File: src/rtl/seq_alu_if.sv
// Execute-stage ALU handshake bundle: operand request channel and result channel.
// The master drives operands and takes results; the ALU itself is the slave.
interface seq_alu_if #(
  parameter int XLEN = 32
);
  logic            in_valid;
  logic            in_ready;
  logic [XLEN-1:0] rs1;
  logic [XLEN-1:0] rs2;
  logic [2:0]      op_ctrl;
  logic            out_valid;
  logic            out_ready;
  logic [XLEN-1:0] alu_op;
  logic            b_zero;

  modport master (
    output in_valid, rs1, rs2, op_ctrl, out_ready,
    input  in_ready, out_valid, alu_op, b_zero
  );

  modport slave (
    input  in_valid, rs1, rs2, op_ctrl, out_ready,
    output in_ready, out_valid, alu_op, b_zero
  );
endinterface

File: src/rtl/seq_alu.sv
// Multi-cycle XLEN-wide ALU: single-cycle ADD/SUB, iterative shift-add MUL/MULHU
// and restoring DIV/REM (unsigned), with valid/ready on both sides.
module seq_alu #(
  parameter int XLEN = 32
) (
  input  logic        clk,
  input  logic        rst_n,
  seq_alu_if.slave    bus
);
  localparam int CW = $clog2(XLEN);
  localparam logic [CW-1:0] CNT_INIT = CW'(XLEN - 1);
  localparam logic [CW-1:0] CNT_LAST = CW'(1);

  localparam logic [2:0] OP_ADD   = 3'b000;
  localparam logic [2:0] OP_SUB   = 3'b001;
  localparam logic [2:0] OP_DIV   = 3'b010;
  localparam logic [2:0] OP_MUL   = 3'b011;
  localparam logic [2:0] OP_REM   = 3'b100;
  localparam logic [2:0] OP_MULHU = 3'b101;

  typedef enum logic [1:0] {S_IDLE, S_BUSY, S_DONE} state_t;

  state_t          r_state;
  state_t          w_state_next;
  logic            w_in_ready;
  logic            w_accept;
  logic            w_long_op;
  logic [XLEN-1:0] w_quick;

  logic [2:0]      r_op;
  logic [XLEN-1:0] r_opb;
  logic [XLEN-1:0] r_acc;
  logic [XLEN-1:0] r_mq;
  logic [CW-1:0]   r_cnt;
  logic [XLEN-1:0] r_alu_op;
  logic            r_b_zero;

  logic [XLEN-1:0] w_src_acc;
  logic [XLEN-1:0] w_src_mq;
  logic [XLEN-1:0] w_src_opb;
  logic            w_src_mul;
  logic [XLEN:0]   w_sum;
  logic [XLEN:0]   w_trial;
  logic [XLEN-1:0] w_acc_next;
  logic [XLEN-1:0] w_mq_next;
  logic [XLEN-1:0] w_final;

  assign w_long_op = (bus.op_ctrl == OP_MUL) || (bus.op_ctrl == OP_MULHU) ||
                     (bus.op_ctrl == OP_DIV) || (bus.op_ctrl == OP_REM);
  assign w_accept  = bus.in_valid & w_in_ready;

  always_ff @(posedge clk or negedge rst_n) begin
    if (!rst_n) r_state <= S_IDLE;
    else        r_state <= w_state_next;
  end

  always_comb begin
    w_in_ready   = 1'b0;
    w_state_next = r_state;
    case (r_state)
      S_IDLE: begin
        w_in_ready = 1'b1;
        if (bus.in_valid) w_state_next = w_long_op ? S_BUSY : S_DONE;
      end
      S_BUSY: begin
        if (r_cnt == CNT_LAST) w_state_next = S_DONE;
      end
      S_DONE: begin
        w_in_ready = bus.out_ready;
        if (bus.out_ready) begin
          if (bus.in_valid) w_state_next = w_long_op ? S_BUSY : S_DONE;
          else              w_state_next = S_IDLE;
        end
      end
      default: w_state_next = S_IDLE;
    endcase
  end

  always_comb begin
    w_quick = '0;
    case (bus.op_ctrl)
      OP_ADD:  w_quick = bus.rs1 + bus.rs2;
      OP_SUB:  w_quick = bus.rs1 - bus.rs2;
      default: w_quick = '0;
    endcase
  end

  // The first iteration runs on the accept edge straight from the operand bus,
  // so the remaining XLEN-1 iterations land the result XLEN edges after accept.
  assign w_src_acc = w_accept ? '0 : r_acc;
  assign w_src_mq  = w_accept ? bus.rs1 : r_mq;
  assign w_src_opb = w_accept ? bus.rs2 : r_opb;
  assign w_src_mul = w_accept ? ((bus.op_ctrl == OP_MUL) || (bus.op_ctrl == OP_MULHU))
                              : ((r_op == OP_MUL) || (r_op == OP_MULHU));

  assign w_sum   = {1'b0, w_src_acc} + (w_src_mq[0] ? {1'b0, w_src_opb} : '0);
  assign w_trial = {w_src_acc, w_src_mq[XLEN-1]} - {1'b0, w_src_opb};

  // Multiply: {acc,mq} shifts right, product ends up high:low in acc:mq.
  // Divide: dividend shifts out of mq into acc, quotient bits shift into mq.
  always_comb begin
    w_acc_next = w_src_acc;
    w_mq_next  = w_src_mq;
    if (w_src_mul) begin
      w_acc_next = w_sum[XLEN:1];
      w_mq_next  = {w_sum[0], w_src_mq[XLEN-1:1]};
    end else if (!w_trial[XLEN]) begin
      w_acc_next = w_trial[XLEN-1:0];
      w_mq_next  = {w_src_mq[XLEN-2:0], 1'b1};
    end else begin
      w_acc_next = {w_src_acc[XLEN-2:0], w_src_mq[XLEN-1]};
      w_mq_next  = {w_src_mq[XLEN-2:0], 1'b0};
    end
  end

  assign w_final = ((r_op == OP_MUL) || (r_op == OP_DIV)) ? w_mq_next : w_acc_next;

  always_ff @(posedge clk or negedge rst_n) begin
    if (!rst_n) begin
      r_op     <= '0;
      r_opb    <= '0;
      r_acc    <= '0;
      r_mq     <= '0;
      r_cnt    <= '0;
      r_alu_op <= '0;
      r_b_zero <= 1'b0;
    end else if (w_accept) begin
      r_op  <= bus.op_ctrl;
      r_opb <= bus.rs2;
      if (w_long_op) begin
        r_acc <= w_acc_next;
        r_mq  <= w_mq_next;
        r_cnt <= CNT_INIT;
      end else begin
        r_alu_op <= w_quick;
        r_b_zero <= (w_quick == '0);
      end
    end else if (r_state == S_BUSY) begin
      r_acc <= w_acc_next;
      r_mq  <= w_mq_next;
      r_cnt <= r_cnt - 1'b1;
      if (r_cnt == CNT_LAST) begin
        r_alu_op <= w_final;
        r_b_zero <= (w_final == '0);
      end
    end
  end

  assign bus.in_ready  = w_in_ready;
  assign bus.out_valid = (r_state == S_DONE);
  assign bus.alu_op    = r_alu_op;
  assign bus.b_zero    = r_b_zero;
endmodule

File: src/flat_wrapper.sv
// flat-port wrapper written by rule: the top's interface ports become plain ports
module seq_alu_flat 
#(
  parameter int XLEN = 32
)
  (clk, rst_n, bus_in_valid, bus_rs1, bus_rs2, bus_op_ctrl, bus_out_ready, bus_in_ready, bus_out_valid, bus_alu_op, bus_b_zero);
  seq_alu_if #(.XLEN(XLEN)) bus_i ();
  input  logic clk;
  input  logic rst_n;
  input wire logic [$bits(bus_i.in_valid)-1:0] bus_in_valid;
  input wire logic [$bits(bus_i.rs1)-1:0] bus_rs1;
  input wire logic [$bits(bus_i.rs2)-1:0] bus_rs2;
  input wire logic [$bits(bus_i.op_ctrl)-1:0] bus_op_ctrl;
  input wire logic [$bits(bus_i.out_ready)-1:0] bus_out_ready;
  output wire logic [$bits(bus_i.in_ready)-1:0] bus_in_ready;
  output wire logic [$bits(bus_i.out_valid)-1:0] bus_out_valid;
  output wire logic [$bits(bus_i.alu_op)-1:0] bus_alu_op;
  output wire logic [$bits(bus_i.b_zero)-1:0] bus_b_zero;
  assign bus_i.in_valid = bus_in_valid;
  assign bus_i.rs1 = bus_rs1;
  assign bus_i.rs2 = bus_rs2;
  assign bus_i.op_ctrl = bus_op_ctrl;
  assign bus_i.out_ready = bus_out_ready;
  assign bus_in_ready = bus_i.in_ready;
  assign bus_out_valid = bus_i.out_valid;
  assign bus_alu_op = bus_i.alu_op;
  assign bus_b_zero = bus_i.b_zero;
  seq_alu #(.XLEN(XLEN)) u_core (.clk(clk), .rst_n(rst_n), .bus(bus_i));
endmodule
File: config.mk
export PLATFORM = sky130hd
export DESIGN_NAME = seq_alu_flat
export DESIGN_NICKNAME = d
export VERILOG_FILES = /design/src/rtl/seq_alu_if.sv /design/src/rtl/seq_alu.sv /design/src/flat_wrapper.sv
export SDC_FILE = /design/constraint.sdc
export NUM_CORES = 1
export LEC_CHECK = 0
export ABC_AREA = 1
export CORE_UTILIZATION = 40
export DETAILED_ROUTE_END_ITERATION = 7
export DONT_BUFFER_PORTS = 1
export HOLD_SLACK_MARGIN = 0.1
export PLACE_DENSITY = 0.5
export SYNTH_ARGS = -nofsm -noshare
export SYNTH_HDL_FRONTEND = slang
export SYNTH_SLANG_ARGS = --single-unit
File: constraint.sdc
create_clock -name clk -period 5.08 [get_ports clk]
set_input_delay 1.27 -clock clk [delete_from_list [all_inputs] [get_ports clk]]
set_output_delay 1.27 -clock clk [all_outputs]
set_load 0.01 [all_outputs]
* After elaboration in Yosys (flattened, before gate mapping)
Index checks and enable logic that the tools add are counted.
** Operators by class
- Multiply operators :: 0
- Magnitude comparators :: 0
- Muxes and demuxes :: 35
- Add/sub/neg operators :: 5
- Shifts and indexed selects :: 0
- Reductions and logical operators :: 14
- Divide/modulo/power cells :: 0
- Bitwise gates (word level) :: 1
- Equal/unequal tests :: 16
** Operator list (count)
- $mux 32 :: 18
- $logic_not 32->1 :: 2
- $pmux 32 s2 :: 1
- $add 32x33->33 :: 1
- $sub 33x32->33 :: 1
- $add 32x32->32 :: 1
- $sub 32x32->32 :: 1
- $mux 5 :: 3
- $eq 3x2->1 const B :: 4
- $mux 2 :: 5
- $eq 3x3->1 const B :: 3
- $ne 2x2->1 const B :: 4
- $mux 1 :: 6
- $pmux 2 s3 :: 1
- $reduce_and 3->1 :: 2
- $eq 5x1->1 const B :: 1
- $logic_or 1x1->1 :: 5
- $sub 5x1->5 const B :: 1
- $reduce_bool 2->1 :: 2
- $eq 3x1->1 const B :: 1
- $logic_not 3->1 :: 1
- $eq 2x1->1 const B :: 1
- $eq 2x2->1 const B :: 1
- $logic_not 2->1 :: 1
- other kinds (4) :: 4
** Word-level totals
- Input bits :: 71
- Memory bits (writable) :: 0
- Memories kept :: 0
- Output and inout bits :: 35
- Memory bits (read-only) :: 0
- Bits in registers :: 139
- Bits in latches :: 0

* Longest topological paths before layout
- Depth in word-level cells :: 12
- Gate-level depth with buffers :: 35

* Least setup slack after synthesis
No wires, ideal clock.
- Kind :: input port to flip-flop
- Start point :: input bus_in_valid
- End point :: register u_core.r_b_zero, in the netlist u_core.bus.b_zero
- Slack :: -0.366 ns
- Data required time :: 5.003 ns
- Arrival time :: 5.369 ns
- Setup time :: 0.077 ns
- Path buffers :: 7
- Stages on the path :: 28
- Cells stage by stage :: buf_2 nand3_4 buf_12 buf_8 clkbuf_1 clkbuf_1 clkbuf_1 o21ai_0 ha_1 a21oi_1 o21a_1 inv_1 a21oi_1 nor2_1 nor3_1 nand3_2 nand2_4 buf_6 nand3_1 nand2_1 nand3_1 nand2_1 nand2_1 nor2_1 nand3_1 nor2_1 nand2_1 a21oi_1
** Between the ends
- Word-level cells in the longest chain between the ends :: 10
** RTL lines
- start: declaration :: RTL line flat_wrapper.sv:10 : input wire logic [$bits(bus_i.in_valid)-1:0] bus_in_valid;
- $and 1x1->1 (*) :: RTL line seq_alu.sv:50 : assign w_accept = bus.in_valid & w_in_ready;
- $mux 32 (on tied branches)
- $sub 33x32->33 / $mux 32 (equally long branches) :: RTL line seq_alu.sv:97, seq_alu.sv:96
- $mux 32, or another cell as far along :: RTL line seq_alu.sv:107 : end else if (!w_trial[XLEN]) begin
- $mux 32 :: RTL line seq_alu.sv:104 : if (w_src_mul) begin
- $mux 32 :: RTL line seq_alu.sv:116 : assign w_final = ((r_op == OP_MUL) || (r_op == OP_DIV)) ? w_mq_next : w_acc_next;
- $logic_not 32->1 :: RTL line seq_alu.sv:144 : r_b_zero <= (w_final == '0);
- $mux 1 :: RTL line seq_alu.sv:142 : if (r_cnt == CNT_LAST) begin
- $mux 1 :: RTL line seq_alu.sv:138 : end else if (r_state == S_BUSY) begin
- $mux 1 :: RTL line seq_alu.sv:127 : end else if (w_accept) begin
- end signal: assignment :: RTL line seq_alu.sv:136 : r_b_zero <= (w_quick == '0);
- end signal: assignment :: RTL line seq_alu.sv:144
- end: declaration :: RTL line seq_alu.sv:36 : logic r_b_zero;
Mark *: on every way between the ends. The rest lies on a longest branch, timed or not. The select of a mux whose other input is x is not followed.
A chain may end at the register's enable or synchronous reset.

* Final worst setup path
- Start point :: input bus_rs2[0]
- End point :: register u_core.r_b_zero, in the netlist u_core.bus.b_zero
** Between the ends
- Word-level cells in the longest chain between the ends :: 9
** RTL lines
- start: declaration :: RTL line flat_wrapper.sv:12 : input wire logic [$bits(bus_i.rs2)-1:0] bus_rs2;
- $mux 32
- $sub 33x32->33 / $mux 32 (equally long branches) :: RTL line seq_alu.sv:97, seq_alu.sv:96
- $mux 32, or another cell as far along :: RTL line seq_alu.sv:107
- $mux 32 :: RTL line seq_alu.sv:104
- $mux 32 :: RTL line seq_alu.sv:116
- $logic_not 32->1 :: RTL line seq_alu.sv:144
- $mux 1 :: RTL line seq_alu.sv:142
- $mux 1 :: RTL line seq_alu.sv:138
- $mux 1 (*) :: RTL line seq_alu.sv:127
Marked as above.

==> key figures <==
Placement
  • PortBufs: 0
  • Final Wtd Congestion: 0.996
  • Setup WS pre-CTS: -537 ps
  • Detailed Place HPWL: 52,300 um

Timing
  • Final Cycle Share: 96.5%
  • Tmin final: 4900 ps
  • Worst Tran Pin Value: a little over 1000 ps
  • Slew Viols, Final: 0
  • # setup viols final: 0
  • Setup Skew: 13.7 ps
  • Fmax: 204 MHz
  • Final Hold Viols: 0
  • Setup TNS: 0 ps
  • Worst setup margin: 180 ps
  • Headroom to the max-slew limit: a little under a third

Synthesis
  • Sequential share of the synthesized area: 23.0%
  • Mapped Nets: 2,617
  • EDFF count, synth: 0
  • Unique masters post-synth: 55
  • Synth Register Bits: around 140
  • Avg Inst Size Synth: 6.15 sq um
  • Mapped Area: 15,100 sq um
  • Cells after Synth: 2,456
  • Prevailing post-synth register cell: dfrtp_1
  • Yosys warns: 0
  • Post-synth ARST share: 100%

Setup path
  • Register-to-Register Path Depth: 31
  • Worst EP arrival: 5280 ps
  • CP Capture Type: register
  • CP Class: in -> reg
  • Slowest CP cell: ha_1
  • CP max FO: 4
  • CP Data Required Time: 5460 ps
  • CP Launch Type: input port
  • Max stage delay on crit path: 370 ps

Cells and area
  • Sequential Area: 3480 sq um
  • Fillers: 3,773
  • Area of the multi-input gates: 10,400 sq um
  • Most frequent cells in the layout: nand2_1, buf_4, inv_1, nor2_1, nand3_1
  • Final nets: 3,040
  • Leading cell type in the layout, fill and taps excluded: nand2_1
  • Antenna diodes: 0
  • Fin util: 54.1%
  • Layout cell share with drive strength beyond 1: 24.0%
  • Layout area overhead: 32.0%

Floorplanning
  • DIE WIDTH: 196 um
  • Die footprint: 38,600 sq um
  • Initial core utilization: 41.0%
  • Top Ports: 106
  • Core Area: 36,900 sq um
  • Rows: 70
  • Chip height: 196 um

Clock tree
  • Clk buf depth: 2
  • Worst skew pair latency: approximately 460 ps
  • Root Buffer: clkbuf_16
  • Worst-path clk slew: roughly 70 ps
  • CTS tree: done
  • Cts bufs inserted: 17
  • H-Tree Level Count: 4
  • Num Clock Sinks: 139

Detailed routing
  • Final WL: 64,300 um
  • DRT Pass-1 Iters: 5
  • Initial DRC count: ~1,600
  • Vias after detailed routing: roughly 18,000
  • WL/cell: 18.9 um
  • Number of remaining DRC errors: 0
  • Antenna Nets Post-Route: 0
  • Via density: 5.25

GRT
  • GRT Util Overall: ~34%
  • Largest net degree at the start of global routing: 140
  • Grt ovf: 0
  • First-pass GRT wire length: 98,100 um
  • Vias in the first global route: 17,215
  • Initial antenna violation count: 1

Power
  • Max VDD drop: 0.000582 V
  • Final Power: 17,700 uW
  • PD cells: 885 nW/um^2
  • Leak: 0.0106 uW

Worst hold path
  • Worst hold path class: reg -> reg
  • WHS Path Cells: 2

Job
  • Max-cap violations: 0

Outcome
  • Outcome: finished, final reports clean
[where the power goes]
part / internal (uW) / total, uW / switching, uW
sequential: 1670 / 2030 / 353
combinational: 5950 / 14200 / 8210
clock: 883 / 1480 / 593
total: 8510 / 17700 / 9150
[registers in the layout (all words and copies together), names as in the netlist]
register and count:
u_core.r_acc 32, u_core.r_state 2, u_core.r_op 3, u_core.bus.alu_op 32
u_core.r_opb 32, u_core.r_mq 32, u_core.r_cnt 5, u_core.bus.b_zero 1
[Yosys cell counts (37+ instances only)]
cell	instances	area share, %
a21oi_1	152	5.0
a31oi_1	45	1.9
clkbuf_1	57	1.4
dfrtp_1	139	23
ha_1	89	7.4
inv_1	293	7.3
nand2_1	703	17
nand3_1	181	6.0
nor2_1	233	5.8
o21ai_0	178	5.9
or2_2	62	2.6
xor2_1	37	2.1
[cell type report]
type | instances | area share [%]
multi-input cells | 1936 | 51.9
repair buffers | 481 | 18.4
flip-flops and latches | 139 | 17.4
inverters | 304 | 5.82
well taps | 504 | 3.16
clock buffers | 17 | 2.13
clock inverters | 15 | 1.19
[per-stage QoR]
step	instance area, sq um	hold WS (ps)	std cells
finish	20000	483	3396
global route	20000	479	3396
CTS	19700	478	3391
detailed placement	19000	466	3359
global placement	19000	460	3359
floorplan	15100	446	2456
[per-layer routing]
metal	part of all wire, %	GRT usage [%]
met2	43	52.5
met4	3.8	13.4
met3	7.2	6.83
met1	45	45.0
met5	0	0
[worst paths after layout]
kind	from	to	slack (ps)
hold / removal	u_core.r_mq[18]	u_core.r_mq[18]	480
min in group asynchronous	rst_n	u_core.r_opb[4]	490
hold reg to reg	u_core.r_mq[18]	u_core.r_mq[18]	480
max in group asynchronous	rst_n	u_core.bus.alu_op[4]	4170
setup reg to reg	u_core.r_state[0]	u_core.bus.b_zero	640
setup / recovery	bus_rs2[0]	u_core.bus.b_zero	180
[timing repair]
action | in CTS | in global routing
gates resized for setup | 1 | 70
hold buffers | 0 | 0
setup endpoints to repair | 1 | 8
pin swaps | 0 | 27
buffers inserted | 0 | 5
endpoints found under the hold margin | 0 | 0
[worst max-delay path, delay by kind of cell]
family	cells	cell delay, ps
adder cells (fa/ha/maj)	2	500
XOR/XNOR	1	130
AND/OR/NAND/NOR	14	1510
buffers and inverters	6	470
AO/OA/AOI/OAI	8	1370
[logic make-up (layout without fill, tap and decap cells)]
logic type      count (synthesis)  count (layout)  synth area share [%]
compound gates                465             465                  17.6
mux                             4               4                 0.265
flops                         139             139                  23.0
simple gates                 1325            1325                  38.6
xor+xnor                       52              52                  3.01
buf+inv                       381             817                  9.98
fa+ha+maj                      90              90                  7.50
No activity file was read; power rests on OpenSTA's default activity.
